<file path="config.mk">
export PLATFORM = sky130hd
export DESIGN_NAME = blake3_msg_sched
export DESIGN_NICKNAME = d
export VERILOG_FILES = /design/src/rtl/blake3_msg_sched.sv
export SDC_FILE = /design/constraint.sdc
export NUM_CORES = 1
export LEC_CHECK = 0
export CORE_AREA = 4 4 404 406
export DETAILED_ROUTE_END_ITERATION = 12
export DIE_AREA = 0 0 408 410
export PLACE_DENSITY = 0.39
export SLEW_MARGIN = 5
export SYNTH_ARGS = -nofsm -noshare
export SYNTH_HDL_FRONTEND = slang
export SYNTH_SLANG_ARGS = --single-unit
</file>
<file path="constraint.sdc">
create_clock -name Clk -period 43.2 [get_ports Clk]
set_input_delay 12.96 -clock Clk [delete_from_list [all_inputs] [get_ports Clk]]
set_output_delay 12.96 -clock Clk [all_outputs]
set_load 0.01 [all_outputs]
</file>
<file path="src/rtl/blake3_msg_sched.sv">
// BLAKE3 message scheduler: issues the block words for NUM_ROUNDS rounds, permuting between rounds.
// Latency: round 0 valid the cycle after load; each Ack_I handshake advances one round in one cycle.
// Backpressure: Ack_I low stalls the current round indefinitely; Load_I honoured only in IDLE.
// Optional macro BLAKE3_MSG_SCHED_STATS_EN adds the completed-block counter Blk_Cnt_O.
module blake3_msg_sched #(
  parameter int NUM_ROUNDS = 7
) (
  input  logic         Clk,
  input  logic         Rst,
  input  logic [511:0] Blk_I,
  input  logic         Load_I,
  output logic         Load_Rdy_O,
  output logic [511:0] M_O,
  output logic [2:0]   Rnd_O,
  output logic         Vld_O,
  input  logic         Ack_I,
  output logic         Done_O
`ifdef BLAKE3_MSG_SCHED_STATS_EN
  ,
  output logic [31:0]  Blk_Cnt_O
`endif
);

  typedef enum logic {IDLE, ISSUE} state_t;

  localparam logic [2:0] LAST_RND = 3'(NUM_ROUNDS - 1);

  // Permutation table, entry i at [4i+3:4i]: new word i takes old word PERM[i].
  localparam logic [63:0] PERM = {4'd8, 4'd15, 4'd14, 4'd9, 4'd5, 4'd12, 4'd11, 4'd1,
                                  4'd13, 4'd4, 4'd0, 4'd7, 4'd10, 4'd3, 4'd6, 4'd2};

  state_t         state_q, state_d;
  logic [511:0]   m_q, m_d;
  logic [2:0]     rnd_q, rnd_d;
  logic           done_q, done_d;
  logic           vld_q;
  logic           rdy_q;

  function automatic logic [511:0] permute(input logic [511:0] w);
    logic [511:0] r;
    int           src;
    r = '0;
    for (int i = 0; i < 16; i++) begin
      src = int'(PERM[4*i +: 4]);
      r[32*i +: 32] = w[32*src +: 32];
    end
    return r;
  endfunction

  always_comb begin
    state_d = state_q;
    m_d     = m_q;
    rnd_d   = rnd_q;
    done_d  = 1'b0;
    case (state_q)
      IDLE: begin
        if (Load_I) begin
          m_d     = Blk_I;
          rnd_d   = 3'd0;
          state_d = ISSUE;
        end
      end
      ISSUE: begin
        if (Ack_I) begin
          if (rnd_q == LAST_RND) begin
            state_d = IDLE;
            done_d  = 1'b1;
          end else begin
            m_d   = permute(m_q);
            rnd_d = rnd_q + 3'd1;
          end
        end
      end
      default: state_d = IDLE;
    endcase
  end

  // Valid and ready are registered copies of the next state so no input reaches an output.
  always_ff @(posedge Clk or posedge Rst) begin
    if (Rst) begin
      state_q <= IDLE;
      m_q     <= '0;
      rnd_q   <= '0;
      done_q  <= 1'b0;
      vld_q   <= 1'b0;
      rdy_q   <= 1'b1;
    end else begin
      state_q <= state_d;
      m_q     <= m_d;
      rnd_q   <= rnd_d;
      done_q  <= done_d;
      vld_q   <= (state_d == ISSUE);
      rdy_q   <= (state_d == IDLE);
    end
  end

  assign M_O        = m_q;
  assign Rnd_O      = rnd_q;
  assign Vld_O      = vld_q;
  assign Done_O     = done_q;
  assign Load_Rdy_O = rdy_q;

`ifdef BLAKE3_MSG_SCHED_STATS_EN
  logic [31:0] blk_cnt_q;

  always_ff @(posedge Clk or posedge Rst) begin
    if (Rst) begin
      blk_cnt_q <= '0;
    end else if (done_q) begin
      blk_cnt_q <= blk_cnt_q + 32'd1;
    end
  end

  assign Blk_Cnt_O = blk_cnt_q;
`endif

endmodule

</file>
---- Word level (Yosys, flattened, before mapping) ----
Index checks and enable logic that the tools add are counted.
storage, ports and cells
  output and inout port bits .............. 518
  register bits after elaboration ......... 518
  logic and storage cells ................. 28
  input bits .............................. 516
cells by class
  mux-type cells .......................... 15
  bitwise operators ....................... 2
  add/subtract/negate cells ............... 1
  reductions and logical operators ........ 1
  eq/ne operators ......................... 4
operators by type and width
  cell                   number
  $mux W512              3
  $pmux W512 S2          1
  $mux W3                3
  $mux W1                6
  $ne A2 B2 Y1 const B   3
  $pmux W3 S2            1
  $add A3 B1 Y3 const B  1
  $eq A3 B3 Y1 const B   1
  $reduce_and A3 Y1      1
  $not A1 Y1             2
  $pmux W1 S2            1

---- Logic depth before layout (Yosys ltp) ----
  depth after elaboration ................. 5
  gate-level depth with buffers ........... 8
  gate-level depth less buffers ........... 5

---- Worst setup path after synthesis ----
Ideal clock, no wire load.
  kind .................................... input port to flip-flop
  start ................................... input port Load_I
  end ..................................... register m_q[294], in the netlist M_O[294]
  data arrival time ....................... 13.947 ns
  setup time .............................. 0.125 ns
  path buffers ............................ 3
  required time ........................... 43.075 ns
  setup slack ............................. 29.128 ns
  stages .................................. 6
  cell sequence ........................... inv_1 -> o22ai_2 -> buf_6 -> buf_6 -> buf_8 -> mux2_4
on the way
  word-level cells in the longest chain between the ends .. 2
ends and longest elaborated chain
  what                                RTL line  text
  start, declared                     11        input logic Load_I,
  $ne A2 B2 Y1 (no source line)       --
  $reduce_and A3 Y1 (no source line)  --
  end signal, assigned                89        m_q <= m_d;
  end, declared                       33        logic [511:0] m_q, m_d;
Every way passes these cells.
A chain may end at the register's enable or synchronous reset.

---- Worst setup path after layout ----
  start ................................... input port Ack_I
  end ..................................... register m_q[392], in the netlist M_O[392]
on the way
  word-level cells in the longest chain between the ends .. 2
ends and longest elaborated chain
  what                                RTL line  text
  start, declared                     16        input logic Ack_I,
  $ne A2 B2 Y1 (no source line)       --
  $reduce_and A3 Y1 (no source line)  --
Every way passes these cells.

==> qor.txt <==
Clock transition at path regs = 60 ps
Total of flip-flops plus latches after synthesis = 518
Share of the clock period used by the worst path after layout = 41.6%
Initial Util = 17.4%
Aggregate global-route resource usage = 14.8%
Core ar. = 160,000 um^2
Count of H-tree levels built during CTS = 3
Origin of the worst setup path = Ack_I
Commonest cells after routing, fill and taps aside = 1,033 x sky130_fd_sc_hd__clkdlybuf4s50_1, 559 x sky130_fd_sc_hd__mux2_4, 516 x sky130_fd_sc_hd__dfrtp_1
Clock buffer count from CTS = 73
Initial drt markers = 632
Final instance area = 42,300 um^2
Synth top area share = 46.5%
Source-to-sink clock delay at the later pin of the worst-skew pair = 640 ps
Proportion of synthesized chip area in sequential cells = 46.6%
Fraction of final layout cells sized beyond drive strength 1 = 41.8%
Number of max-cap violations = 0
Reg2reg setup slack = 36,900 ps
Horizontal die dimension = 408 um
Maximum number of pins on one net before global-route repair = 138
Simple-gate share of the synthesized area = 0.140%
Die Y-Extent = 410 um
Post-Synth XOR/XNOR Area = 0%
Power, Total = 3.44 mW
Power share of the combinational group = 54.2%
Worst hold path class = flip-flop to flip-flop
Last weighted congestion value of the routability-driven placer = 0.805
Vias = 18.4k
Power share of the clock group = 17.2%
Run status = completed
Maximum frequency from static timing analysis = 55.7 MHz
Final wirelength = 128,000 um
Initial antenna violation count = 72
Number of buffers added on ports = 1,033
Fin. max-slew vios = 0
Clock Skew = 22.8 ps
Number of resized instances in the post-cts repair step = 0
# nets final = 3,211
Post-CTS setup repair buffer count = 0
Fraction of power spent switching nets = 34.5%
VDD IR-drop max = 0.0000401 V
DRC viols = 0
Nature of the critical path startpoint = primary input
First-pass GRT wire length = 176,000 um
Hold buffers post-CTS = 0
Maximum buffer depth of the clock tree = 3
Total Negative Setup Slacks = 0 ps
Syn nets = 2,197
Slew of the pin with the lowest slew margin = 1170 ps
Leakage = 18.5 nW
Combinational family with the most area after synthesis = multiplexers
Max Fanout on Critical Path = 55
Post-synthesis cell type with the largest combined area = sky130_fd_sc_hd__dfrtp_1
Setup-violating endpoint count in the final report = 0
Placed Instances = 4,704
GRT overflow = 0
Count of mapped cells out of synthesis = 1,679
Worst hold start = M_O[208]
Post-route non-filler standard cell count = 4,855
Portion of total power attributed to sequential cells = 28.6%
Vias per cell = 3.79
Net switching power of the design = 1.18 mW
Mean instance size in the synthesized netlist = 16.6 um^2
Post-Synthesis Cell Area = 27,800 um^2
Layout-stage area growth over the synthesis result = 52.0%
Internal Pwr Total = 2.25 mW
Clock tree from TritonCTS = done
Most common library cell in the layout ignoring fill and taps = sky130_fd_sc_hd__clkdlybuf4s50_1
Min Clock Period, post-route = 17,960 ps
R2r startpoint = Vld_O
Detailed-placement wirelength estimate = 100,000 um
Area of the die = 167,000 um^2
Power density relative to cell area = 81.4 nW/um^2
Number of hold violations in the final report = 0
Count of clock tree sinks = 518
Classification of the worst setup path = primary input to flip-flop
Final Util = 26.4%
Critical Path AT = 18,470 ps
Unrepaired setup endpoints after global routing = false
Share of synthesized cell area in full adder, half adder and majority cells = 0.0900%
Cell area after placement = 39,900 um^2
Std-Cell Rows = 147
Clock Tree Root = sky130_fd_sc_hd__clkbuf_16
Ranking of synthesized cells by area = sky130_fd_sc_hd__dfrtp_1 47%, sky130_fd_sc_hd__mux2_4 30%, sky130_fd_sc_hd__mux2_2 18%, sky130_fd_sc_hd__buf_6 2.1%, sky130_fd_sc_hd__buf_8 1.1%
Element type at the critical path end = flip-flop
Post-synthesis cell type count = 22
Mux cell area share after synthesis = 49.0%
Detailed Routing Iterations Pass 1 = 6
Number of placed I/O pins = 1,034
Routed length per placed instance = 26.4 um
Required @ worst endpoint = 43,710 ps
Complex-gate fraction of the synthesized area = 0.171%
Vias in the first global route = 20.9k
Post-route ant nets = 0
Total number of yosys warnings = 0
Remaining max-slew budget at the tightest pin = 22.2%
==> metal layers <==
layer	global-route usage, %	wire length, um	vias to the layer above	part of all wire [%]
met4	5.54	5110	58	4.0
met2	25.5	62900	755	49
met3	7.05	12500	207	9.8
met1	15.6	47400	9229	37
li1	-	-	8172	-
met5	0	348	-	0.27
==> critical path, stage by stage <==
cell                              delay, ps
sky130_fd_sc_hd__clkdlybuf4s50_1        520
sky130_fd_sc_hd__nand2_1                140
sky130_fd_sc_hd__o22ai_4                190
sky130_fd_sc_hd__buf_4                  790
sky130_fd_sc_hd__buf_4                  820
sky130_fd_sc_hd__buf_4                  690
sky130_fd_sc_hd__buf_4                  810
sky130_fd_sc_hd__buf_4                  960
sky130_fd_sc_hd__mux2_4                 360
==> synth_stat cells (all sizes together) <==
master and number:
dfrtp 517, mux2 1024, dfstp 1, buf 91, clkbuf 24, and2 1, a21oi 2, nor2 1
nor3 1, ha 2, nand4 2, o221ai 1, nand2 1, o22ai 2, inv 6, or2 1
o21ai 2
==> sequential cells by signal (all words and copies together) (netlist names) <==
| register | cells |
|---|---|
| Vld_O | 1 |
| Load_Rdy_O | 1 |
| Done_O | 1 |
| Rnd_O | 3 |
| M_O | 512 |
==> logic make-up after synthesis <==
logic type,count (synthesis)
AO/OA/AOI/OAI,7
flip-flops,518
adder cells (fa/ha/maj),2
buffers and inverters,121
AND/OR/NAND/NOR,7
multiplexers,1024
==> per-stage QoR <==
stage               hold slack (ps)  setup slack [ps]
finish                          528             25240
global route                    548             25010
CTS                             530             25260
detailed placement              517             24530
global placement                510             24620
floorplan                       564             15770
==> cell type report <==
| class | count | area, um^2 |
|---|---|---|
| antenna | 27 | 67.6 |
| clock buffer | 115 | 2190 |
| clock inverter | 9 | 87.6 |
| fill | 16358 | 118000 |
| inverter | 6 | 30.0 |
| multi-input combinational | 1040 | 13700 |
| sequential | 518 | 13000 |
| tap | 2086 | 2610 |
| timing repair buffer | 1054 | 10500 |
==> power by group through the flow <==
stage | sequential (mW) | clock (mW) | combinational, mW
2_1_floorplan | 0.992 | 0 | 1.04
3_3_place_gp | 0.992 | 0 | 1.88
3_5_place_dp | 0.996 | 0 | 1.89
4_1_cts | 0.994 | 0.618 | 1.90
5_1_grt | 1.02 | 0.634 | 1.96
6_report | 0.985 | 0.592 | 1.86
==> path summary, 6_finish.rpt <==
check                           depth (start not counted)  endpoint
worst max-delay path                                    9  M_O[392]
max in group asynchronous                               4  M_O[154]
worst max register to register                          8  M_O[392]
worst min-delay path                                    1  M_O[208]
min in group asynchronous                               2   M_O[90]
worst min register to register                          1  M_O[208]
(Power assumes the default switching activity.)
